$ cat config.mk
export PLATFORM = sky130hd
export DESIGN_NAME = delta_adc_multich
export DESIGN_NICKNAME = d
export VERILOG_FILES = /design/src/rtl/delta_adc_multich.sv
export SDC_FILE = /design/constraint.sdc
export NUM_CORES = 1
export LEC_CHECK = 0
export ABC_AREA = 1
export BUFFER_PORTS_ARGS = -buffer_cell sky130_fd_sc_hd__buf_2
export CAP_MARGIN = 20
export CORE_ASPECT_RATIO = 1.4
export CORE_MARGIN = 2
export CORE_UTILIZATION = 50
export DETAILED_ROUTE_END_ITERATION = 8
export PLACE_DENSITY = 0.69
export SYNTH_ARGS = -nofsm -noshare
export SYNTH_HDL_FRONTEND = slang
export SYNTH_SLANG_ARGS = --single-unit
$ cat constraint.sdc
create_clock -name clk -period 4.7 [get_ports clk]
set_input_delay 0.94 -clock clk [delete_from_list [all_inputs] [get_ports clk]]
set_output_delay 0.94 -clock clk [all_outputs]
set_load 0.005 [all_outputs]
$ cat src/rtl/delta_adc_multich.sv
// delta_adc_multich: round-robin multichannel tracking delta ADC with adaptive step size
// and per-channel PWM DAC outputs whose duties reload only on PWM period boundaries.
module delta_adc_multich #(
    parameter int W             = 16,
    parameter int NCH           = 4,
    parameter int STROBE_CYCLES = 16,
    parameter int MAX_SHIFT     = 4,
    parameter int RUN_LEN       = 3,
    localparam int CW           = (NCH > 1) ? $clog2(NCH) : 1
) (
    input  logic              clk,
    input  logic              reset,
    input  logic              enable_i,
    input  logic [W-1:0]      period_counter_val,
    input  logic [NCH-1:0]    comparator_i,
    output logic [NCH*W-1:0]  on_counter_vals,
    output logic              adc_valid_strb,
    output logic [CW-1:0]     adc_ch,
    output logic [W-1:0]      adc_value,
    output logic [NCH-1:0]    overload,
    output logic [NCH-1:0]    pwm_o
);

    localparam int SHW = (MAX_SHIFT > 0) ? $clog2(MAX_SHIFT + 1) : 1;
    localparam int RW  = (RUN_LEN > 1) ? $clog2(RUN_LEN) : 1;
    localparam int STW = $clog2(STROBE_CYCLES);
    localparam logic [W:0] VMAX = {1'b0, {W{1'b1}}};

    logic [NCH-1:0]  sync1_r;
    logic [NCH-1:0]  sync2_r;
    logic [STW-1:0]  strb_cnt_r;
    logic [CW-1:0]   ptr_r;
    logic [W-1:0]    value_r    [NCH];
    logic [SHW-1:0]  shift_r    [NCH];
    logic [RW-1:0]   run_r      [NCH];
    logic [NCH-1:0]  last_dir_r;

    logic [W-1:0]    shadow_r   [NCH];
    logic [W-1:0]    pwm_cnt_r;
    logic [W-1:0]    period_r;

    logic            strobe_s;
    logic            dir_s;
    logic [W-1:0]    old_val_s;
    logic [SHW-1:0]  old_shift_s;
    logic [RW-1:0]   old_run_s;
    logic [W:0]      step_s;
    logic [W:0]      wide_s;
    logic [W-1:0]    new_val_s;
    logic [SHW-1:0]  new_shift_s;
    logic [RW-1:0]   new_run_s;
    logic            new_ovl_s;

    logic            wrap_s;
    logic [W-1:0]    pwm_cnt_nxt_s;
    logic [W-1:0]    period_nxt_s;
    logic [W-1:0]    shadow_nxt_s [NCH];
    logic [NCH-1:0]  pwm_nxt_s;

    assign strobe_s = enable_i && (strb_cnt_r == STW'(STROBE_CYCLES - 1));

    // Next value, step exponent and run length for the channel under the pointer
    always_comb begin
        old_val_s   = value_r[ptr_r];
        old_shift_s = shift_r[ptr_r];
        old_run_s   = run_r[ptr_r];
        dir_s       = sync2_r[ptr_r];
        step_s      = {{W{1'b0}}, 1'b1} << old_shift_s;
        new_val_s   = old_val_s;
        new_shift_s = old_shift_s;
        new_run_s   = old_run_s;
        // Arithmetic is one bit wider than the value so both rails clamp instead of wrapping
        if (dir_s) begin
            wide_s = {1'b0, old_val_s} + step_s;
            if (wide_s > VMAX) begin
                new_val_s = {W{1'b1}};
            end else begin
                new_val_s = wide_s[W-1:0];
            end
        end else begin
            wide_s = {1'b0, old_val_s} - step_s;
            if (wide_s[W]) begin
                new_val_s = {W{1'b0}};
            end else begin
                new_val_s = wide_s[W-1:0];
            end
        end
        if (dir_s == last_dir_r[ptr_r]) begin
            if (old_run_s == RW'(RUN_LEN - 1)) begin
                new_run_s = {RW{1'b0}};
                if (old_shift_s == SHW'(MAX_SHIFT)) begin
                    new_shift_s = old_shift_s;
                end else begin
                    new_shift_s = old_shift_s + SHW'(1);
                end
            end else begin
                new_run_s   = old_run_s + RW'(1);
                new_shift_s = old_shift_s;
            end
        end else begin
            new_run_s = {RW{1'b0}};
            if (old_shift_s == {SHW{1'b0}}) begin
                new_shift_s = old_shift_s;
            end else begin
                new_shift_s = old_shift_s - SHW'(1);
            end
        end
        new_ovl_s = (new_shift_s == SHW'(MAX_SHIFT)) || (new_val_s == {W{1'b0}})
                    || (new_val_s == {W{1'b1}});
    end

    // Synchroniser, strobe timing, round-robin service and result reporting
    always_ff @(posedge clk) begin
        if (!reset) begin
            sync1_r        <= {NCH{1'b0}};
            sync2_r        <= {NCH{1'b0}};
            strb_cnt_r     <= {STW{1'b0}};
            ptr_r          <= {CW{1'b0}};
            last_dir_r     <= {NCH{1'b0}};
            overload       <= {NCH{1'b0}};
            adc_valid_strb <= 1'b0;
            adc_ch         <= {CW{1'b0}};
            adc_value      <= {W{1'b0}};
            for (int c = 0; c < NCH; c++) begin
                value_r[c] <= {1'b1, {(W-1){1'b0}}};
                shift_r[c] <= {SHW{1'b0}};
                run_r[c]   <= {RW{1'b0}};
            end
        end else begin
            sync1_r <= comparator_i;
            sync2_r <= sync1_r;
            if (enable_i) begin
                if (strobe_s) begin
                    strb_cnt_r <= {STW{1'b0}};
                end else begin
                    strb_cnt_r <= strb_cnt_r + STW'(1);
                end
            end else begin
                strb_cnt_r <= strb_cnt_r;
            end
            if (strobe_s) begin
                value_r[ptr_r]    <= new_val_s;
                shift_r[ptr_r]    <= new_shift_s;
                run_r[ptr_r]      <= new_run_s;
                last_dir_r[ptr_r] <= dir_s;
                overload[ptr_r]   <= new_ovl_s;
                adc_valid_strb    <= (new_val_s != old_val_s);
                if (new_val_s != old_val_s) begin
                    adc_ch    <= ptr_r;
                    adc_value <= new_val_s;
                end else begin
                    adc_ch    <= adc_ch;
                    adc_value <= adc_value;
                end
                if (ptr_r == CW'(NCH - 1)) begin
                    ptr_r <= {CW{1'b0}};
                end else begin
                    ptr_r <= ptr_r + CW'(1);
                end
            end else begin
                adc_valid_strb <= 1'b0;
            end
        end
    end

    // PWM next state; pwm_o is registered from the next counter and shadow so it matches them exactly
    always_comb begin
        wrap_s = (period_r == {W{1'b0}}) || (pwm_cnt_r == period_r - W'(1));
        if (wrap_s) begin
            pwm_cnt_nxt_s = {W{1'b0}};
            period_nxt_s  = period_counter_val;
        end else begin
            pwm_cnt_nxt_s = pwm_cnt_r + W'(1);
            period_nxt_s  = period_r;
        end
        for (int c = 0; c < NCH; c++) begin
            if (wrap_s) begin
                shadow_nxt_s[c] = value_r[c];
            end else begin
                shadow_nxt_s[c] = shadow_r[c];
            end
            pwm_nxt_s[c] = (period_nxt_s != {W{1'b0}}) && (pwm_cnt_nxt_s < shadow_nxt_s[c]);
        end
    end

    // PWM counter, latched period, shadow duties and outputs
    always_ff @(posedge clk) begin
        if (!reset) begin
            pwm_cnt_r <= {W{1'b0}};
            period_r  <= {W{1'b0}};
            pwm_o     <= {NCH{1'b0}};
            for (int c = 0; c < NCH; c++) begin
                shadow_r[c] <= {W{1'b0}};
            end
        end else begin
            pwm_cnt_r <= pwm_cnt_nxt_s;
            period_r  <= period_nxt_s;
            pwm_o     <= pwm_nxt_s;
            for (int c = 0; c < NCH; c++) begin
                shadow_r[c] <= shadow_nxt_s[c];
            end
        end
    end

    // Flatten the live channel values onto the output bus
    always_comb begin
        on_counter_vals = {(NCH*W){1'b0}};
        for (int c = 0; c < NCH; c++) begin
            on_counter_vals[c*W +: W] = value_r[c];
        end
    end

endmodule

After elaboration in Yosys (flattened, before gate mapping)
Memories as Yosys holds them, arrays and structs flattened. A register that Yosys moved wholly into a read port is not among the register bits.
Index checks and enable logic that the tools add are counted.
{"block": "word_totals", "out_inout_bits": 91, "regBits": 77, "mem_bits_rw": 148, "in_bits": 23, "word_cells": 113, "mem_count": 4}
{"memory": "shadow_r", "words": 4, "width": 16, "read_ports": 4, "rd_ports_with_merged_regs": 0, "write_ports": 4, "line_no": "38", "rtl": "logic [W-1:0] shadow_r [NCH];"}
{"memory": "value_r", "words": 4, "width": 16, "read_ports": 5, "rd_ports_with_merged_regs": 1, "write_ports": 4, "line_no": "33", "rtl": "logic [W-1:0] value_r [NCH];"}
{"memory": "shift_r", "words": 4, "width": 3, "read_ports": 1, "rd_ports_with_merged_regs": 1, "write_ports": 4, "line_no": "34", "rtl": "logic [SHW-1:0] shift_r [NCH];"}
{"memory": "run_r", "words": 4, "width": 2, "read_ports": 1, "rd_ports_with_merged_regs": 1, "write_ports": 4, "line_no": "35", "rtl": "logic [RW-1:0] run_r [NCH];"}
{"block": "classes", "n_bitwise": 4, "reduce_logical": 18, "shift": 1, "n_eq_ne": 9, "order_cmp": 7, "muxes": 49, "addsub": 9}
{"cell": "16-bit two-way mux", "count": 14}
{"cell": "16-bit less-than comparator", "count": 4}
{"cell": "16-bit zero test", "count": 2}
{"cell": "2-bit two-way mux", "count": 13}
{"cell": "16-bit by 17-bit adder with 17-bit output", "count": 1}
{"cell": "17-bit by 16-bit greater-than comparator with 1-bit output (second input constant)", "count": 1}
{"cell": "1-bit by 3-bit left shift with 17-bit output (first input constant)", "count": 1}
{"cell": "16-bit by 17-bit subtractor with 17-bit output", "count": 1}
{"cell": "16-bit by 1-bit adder with 16-bit output (second input constant)", "count": 1}
{"cell": "16-bit equality test", "count": 1}
{"cell": "16-bit equality test (second input constant)", "count": 1}
{"cell": "16-bit inequality test", "count": 1}
{"cell": "16-bit nonzero test", "count": 1}
{"cell": "16-bit OR reduction", "count": 1}
{"cell": "16-bit by 1-bit subtractor with 16-bit output (second input constant)", "count": 1}
{"cell": "3-bit two-way mux", "count": 5}
{"cell": "1-bit two-way mux", "count": 11}
{"cell": "4-bit bitwise mux", "count": 2}
{"cell": "3-bit equality test (second input constant)", "count": 2}
{"cell": "1-bit logical AND", "count": 6}
{"cell": "2-bit by 1-bit adder with 2-bit output (second input constant)", "count": 2}
{"cell": "4-bit by 1-bit adder with 4-bit output (second input constant)", "count": 1}
{"cell": "1-bit binary-select mux with 2-bit select", "count": 2}
{"cell": "2-bit equality test (second input constant)", "count": 2}
{"cell": "14 further kinds", "count": 20}

Longest topological paths before layout
{"block": "logic_depth", "depth_word": 9, "depth_mapped": 35, "mapped_depth_nobuf": 30}

Worst setup path before layout
OpenSTA, ideal clock, no wires.
{"block": "synth_path", "path_type": "flip-flop to flip-flop", "start": "register (tool-made name)", "end": "register adc_value[15]", "n_path_buf": 5, "slack_ns": 0.658, "stages_incl_launch_ff": 31, "setup_ns": 0.115, "t_arrival_ns": 3.927, "period_less_slack_ns": 4.042, "required_ns": 4.585, "path_cell_list": "dfxtp_1 > buf_6 > buf_4 > clkbuf_1 > nand2_1 > a32oi_1 > inv_1 > ha_1 > inv_1 > nor2_1 > ha_1 > fa_1 > nand2_1 > nand2_1 > nand2_1 > nand2_1 > nand2_1 > nand2_1 > nand2_2 > inv_2 > nand3_4 > buf_6 > nand2_1 > nand2_1 > nand2_2 > xor2_1 > nor2_2 > nand3_4 > buf_6 > a21oi_1 > nor2_1"}
{"item": "end signal: assignment", "line_no": "123", "rtl": "adc_value <= {W{1'b0}};"}
{"item": "end signal: assignment", "line_no": "150", "rtl": "adc_value <= new_val_s;"}
{"item": "end signal: assignment", "line_no": "153", "rtl": "adc_value <= adc_value;"}
{"item": "end: declaration", "line_no": "19", "rtl": "output logic [W-1:0] adc_value,"}

==> reports/metrics.csv <==
stage,metric,value,unit
layout,fillers,2462,
place,pre_cts_slack,0.152,ns
clocking,cts-htree-levels,1,
layout,area_delta_synth_final,13.6,%
synthesis,synthTopCellsByCount,"nand2_1 (372), nor2_1 (314), inv_1 (185)",
clocking,cts_buffer_depth,3,
flow_run,max-cap-violations,0,
synthesis,yosysUniqueCellTypes,50,
synthesis,synth_area,0.0135,mm^2
power_and_ir_drop,powerDensity,584,mW/mm^2
floorplanning,die_h,199,um
power_and_ir_drop,p_total,0.00897,W
power_and_ir_drop,seqPwrFrac,0.276,
power_and_ir_drop,ir_drop,0.536,mV
worst_setup_path,critPathKind,register to register,
grt,first_global_vias,11535,
layout,drive_above_1_share,0.157,
grt,grt_pass1_wl,58100,um
clocking,cts_buffers,25,
grt,grt_antenna_before_repair,0,
worst_setup_path,arrival,4.75,ns
floorplanning,dieArea,0.0284,mm^2
worst_setup_path,cp_common_cell,nand2_1,
synthesis,synth_edf_count,84,
synthesis,avgSynthCellArea,7.86,um^2
synthesis,synth.top_cell.area_share,0.212,
grt,track_usage,0.261,
clocking,root_buffer,clkbuf_16,
timing,fin_tns_setup,0,ns
synthesis,synth-async-reset-ratio,0,
layout,antenna_cells,0,
timing,hold_violations,0,
power_and_ir_drop,power_switching,0.00378,W
floorplanning,io_pins,114,
synthesis,ys_seq_area_frac,0.398,
detailed_routing,remaining_drc_errors,0,
timing,worst_slack,0.379,ns
clocking,cts_tree,built,
clocking,clk_pin_slew_worst_paths,0.06,ns
worst_setup_path,required,5.13,ns
timing,setup_viol,0,
synthesis,syn_inst,1721,
detailed_routing,wl_per_cell,17.1,um
place,gp_congestion,0.962,
floorplanning,fp-row-count,71,
outcome,status,finished clean,
synthesis,synth.area.top_cells,"dfxtp_1 (21%), edfxtp_1 (19%), nand2_1 (10%)",
detailed_routing,drtPass1Iterations,5,
timing,max-slew-margin-rel,0.229,
clocking,hold_buffers,0,
worst_setup_path,critPathLaunchType,register,
clocking,cts.sinks,227,
synthesis,syn_nets,1837,
floorplanning,initial_core_util,0.506,
power_and_ir_drop,p_int,0.00520,W
worst_setup_path,slowest_delay,0.41,ns
synthesis,yosysMostFrequentCell,nand2_1,
detailed_routing,drt_iter0_drc,593,
power_and_ir_drop,combPwrFrac,0.495,
power_and_ir_drop,switching_share,0.421,
detailed_routing,vias,11738,
detailed_routing,routed_via_density,5.30,
layout,nNetsFinal,1947,
worst_setup_path,cp_max_fo,19,
timing,rsz0062_at_grt,no,
place,port_buffers,113,
grt,grt_max_degree,102,
worst_setup_path,slowest_stage,fa_1,
worst_setup_path,end_kind,register,
floorplanning,core,0.0267,mm^2
min_path,hp-class,register to register,
timing,worst_pin_slew,1.16,ns
power_and_ir_drop,pwr-share-clk,0.229,
timing,fmax,0.231,GHz
floorplanning,die_w,143,um
synthesis,synth-main-ff-cell,dfxtp_1,
power_and_ir_drop,p_leak,7.17,nW
timing,fin_skew,0.0280,ns
grt,grt_overflow,0,
timing,slew_violations,0,
clocking,clock_latency,0.54,ns
detailed_routing,ant_nets,0,
place,dp_hpwl,28300,um
synthesis,yosys.area.top_type,dfxtp_1,
timing,fin_crit_sh,0.919,
synthesis,ys_warn_count,0,
synthesis,ys_ff_latch,227,
timing,fin_crit,4.32,ns
detailed_routing,wl,37800,um
[state kept, by name, indices dropped and copies added, names as in the netlist, 8 cells and up, named ones only]
register   flops
shadow_r      64
shift_r       12
value_r       64
adc_value     16
run_r          8
period_r      16
pwm_cnt_r     16
[critical path: cells and delay by family (launching register included)]
| kind | cells | cell delay, ns |
|---|---|---|
| AO/OA/AOI/OAI | 2 | 0.45 |
| adder cells (fa/ha/maj) | 3 | 0.85 |
| buffers and inverters | 6 | 0.67 |
| flip-flops | 1 | 0.36 |
| AND/OR/NAND/NOR | 17 | 1.87 |
[final timing paths]
check,startpoint,end,slack [ns],cells past startpoint
max,register,adc_ch[1],0.38,28
min,sync1_r[1],sync2_r[1],0.41,2
max reg2reg,register,adc_ch[1],0.38,28
min reg2reg,sync1_r[1],sync2_r[1],0.41,2
[cell usage in the layout (no fill, tap or decap), types with 16 or more instances in the layout]
master / instances
nor3_1: 27
nor2_1: 312
clkbuf_16: 25
inv_1: 183
a21oi_1: 64
nand2_1: 372
nand4_1: 16
nand3_2: 23
edfxtp_1: 84
nand3_1: 65
dfxtp_1: 142
mux2i_1: 59
buf_4: 28
buf_2: 113
o21ai_0: 43
xor2_1: 35
ha_1: 91
[cell type report]
class	instances	area (um^2)	share of cell area
sequential	227	5390	0.351
clock buffer	28	657	0.0427
inverter	200	756	0.0492
tap	365	457	0.0297
timing repair buffer	145	851	0.0554
clock inverter	18	203	0.0132
multi-input combinational	1232	7060	0.459
[power groups by stage]
stage | clock (W) | combinational [W] | sequential [W]
2_1_floorplan | 0 | 0.00362 | 0.00247
3_3_place_gp | 0 | 0.00434 | 0.00251
3_5_place_dp | 0 | 0.00444 | 0.00252
4_1_cts | 0.00209 | 0.00447 | 0.00248
5_1_grt | 0.00217 | 0.00503 | 0.00250
6_report | 0.00205 | 0.00444 | 0.00248
[metal layers]
metal  GRT usage  wire, um  vias to the layer above  part of all wire
met5           0         0                        -                 0
met4       0.115      1450                        0             0.038
met3      0.0311      1700                      105             0.045
met2       0.490     19800                      329              0.53
met1       0.292     14800                     5533              0.39
li1            -         -                     5771                 -
[stage by stage]
step                hold WS, ns   util  cell area, um^2  instances
floorplan                 0.390      -            13500       1721
global placement          0.392  0.539            14400       2166
detailed placement        0.400  0.539            14400       2166
CTS                       0.415  0.571            15300       2212
global route              0.432  0.575            15400       2215
finish                    0.413  0.575            15400       2215
[logic make-up (layout without fill, tap and decap cells)]
group | Yosys count | after routing | share of synthesized area
and+or+nand+nor | 881 | 882 | 0.290
DFF | 227 | 227 | 0.398
muxes | 59 | 59 | 0.0437
AOI/OAI and AO/OA | 154 | 154 | 0.0673
adders and majority gates | 93 | 93 | 0.0871
buffers and inverters | 263 | 391 | 0.0851
xor gates and xnor gates | 44 | 44 | 0.0285
[repair_timing]
item	4_1_cts	5_1_grt
gates resized for setup	0	14
endpoints found under the setup margin	0	23
buffers inserted	0	2
hold endpoints to repair	0	0
No activity file was read; power rests on OpenSTA's default activity.
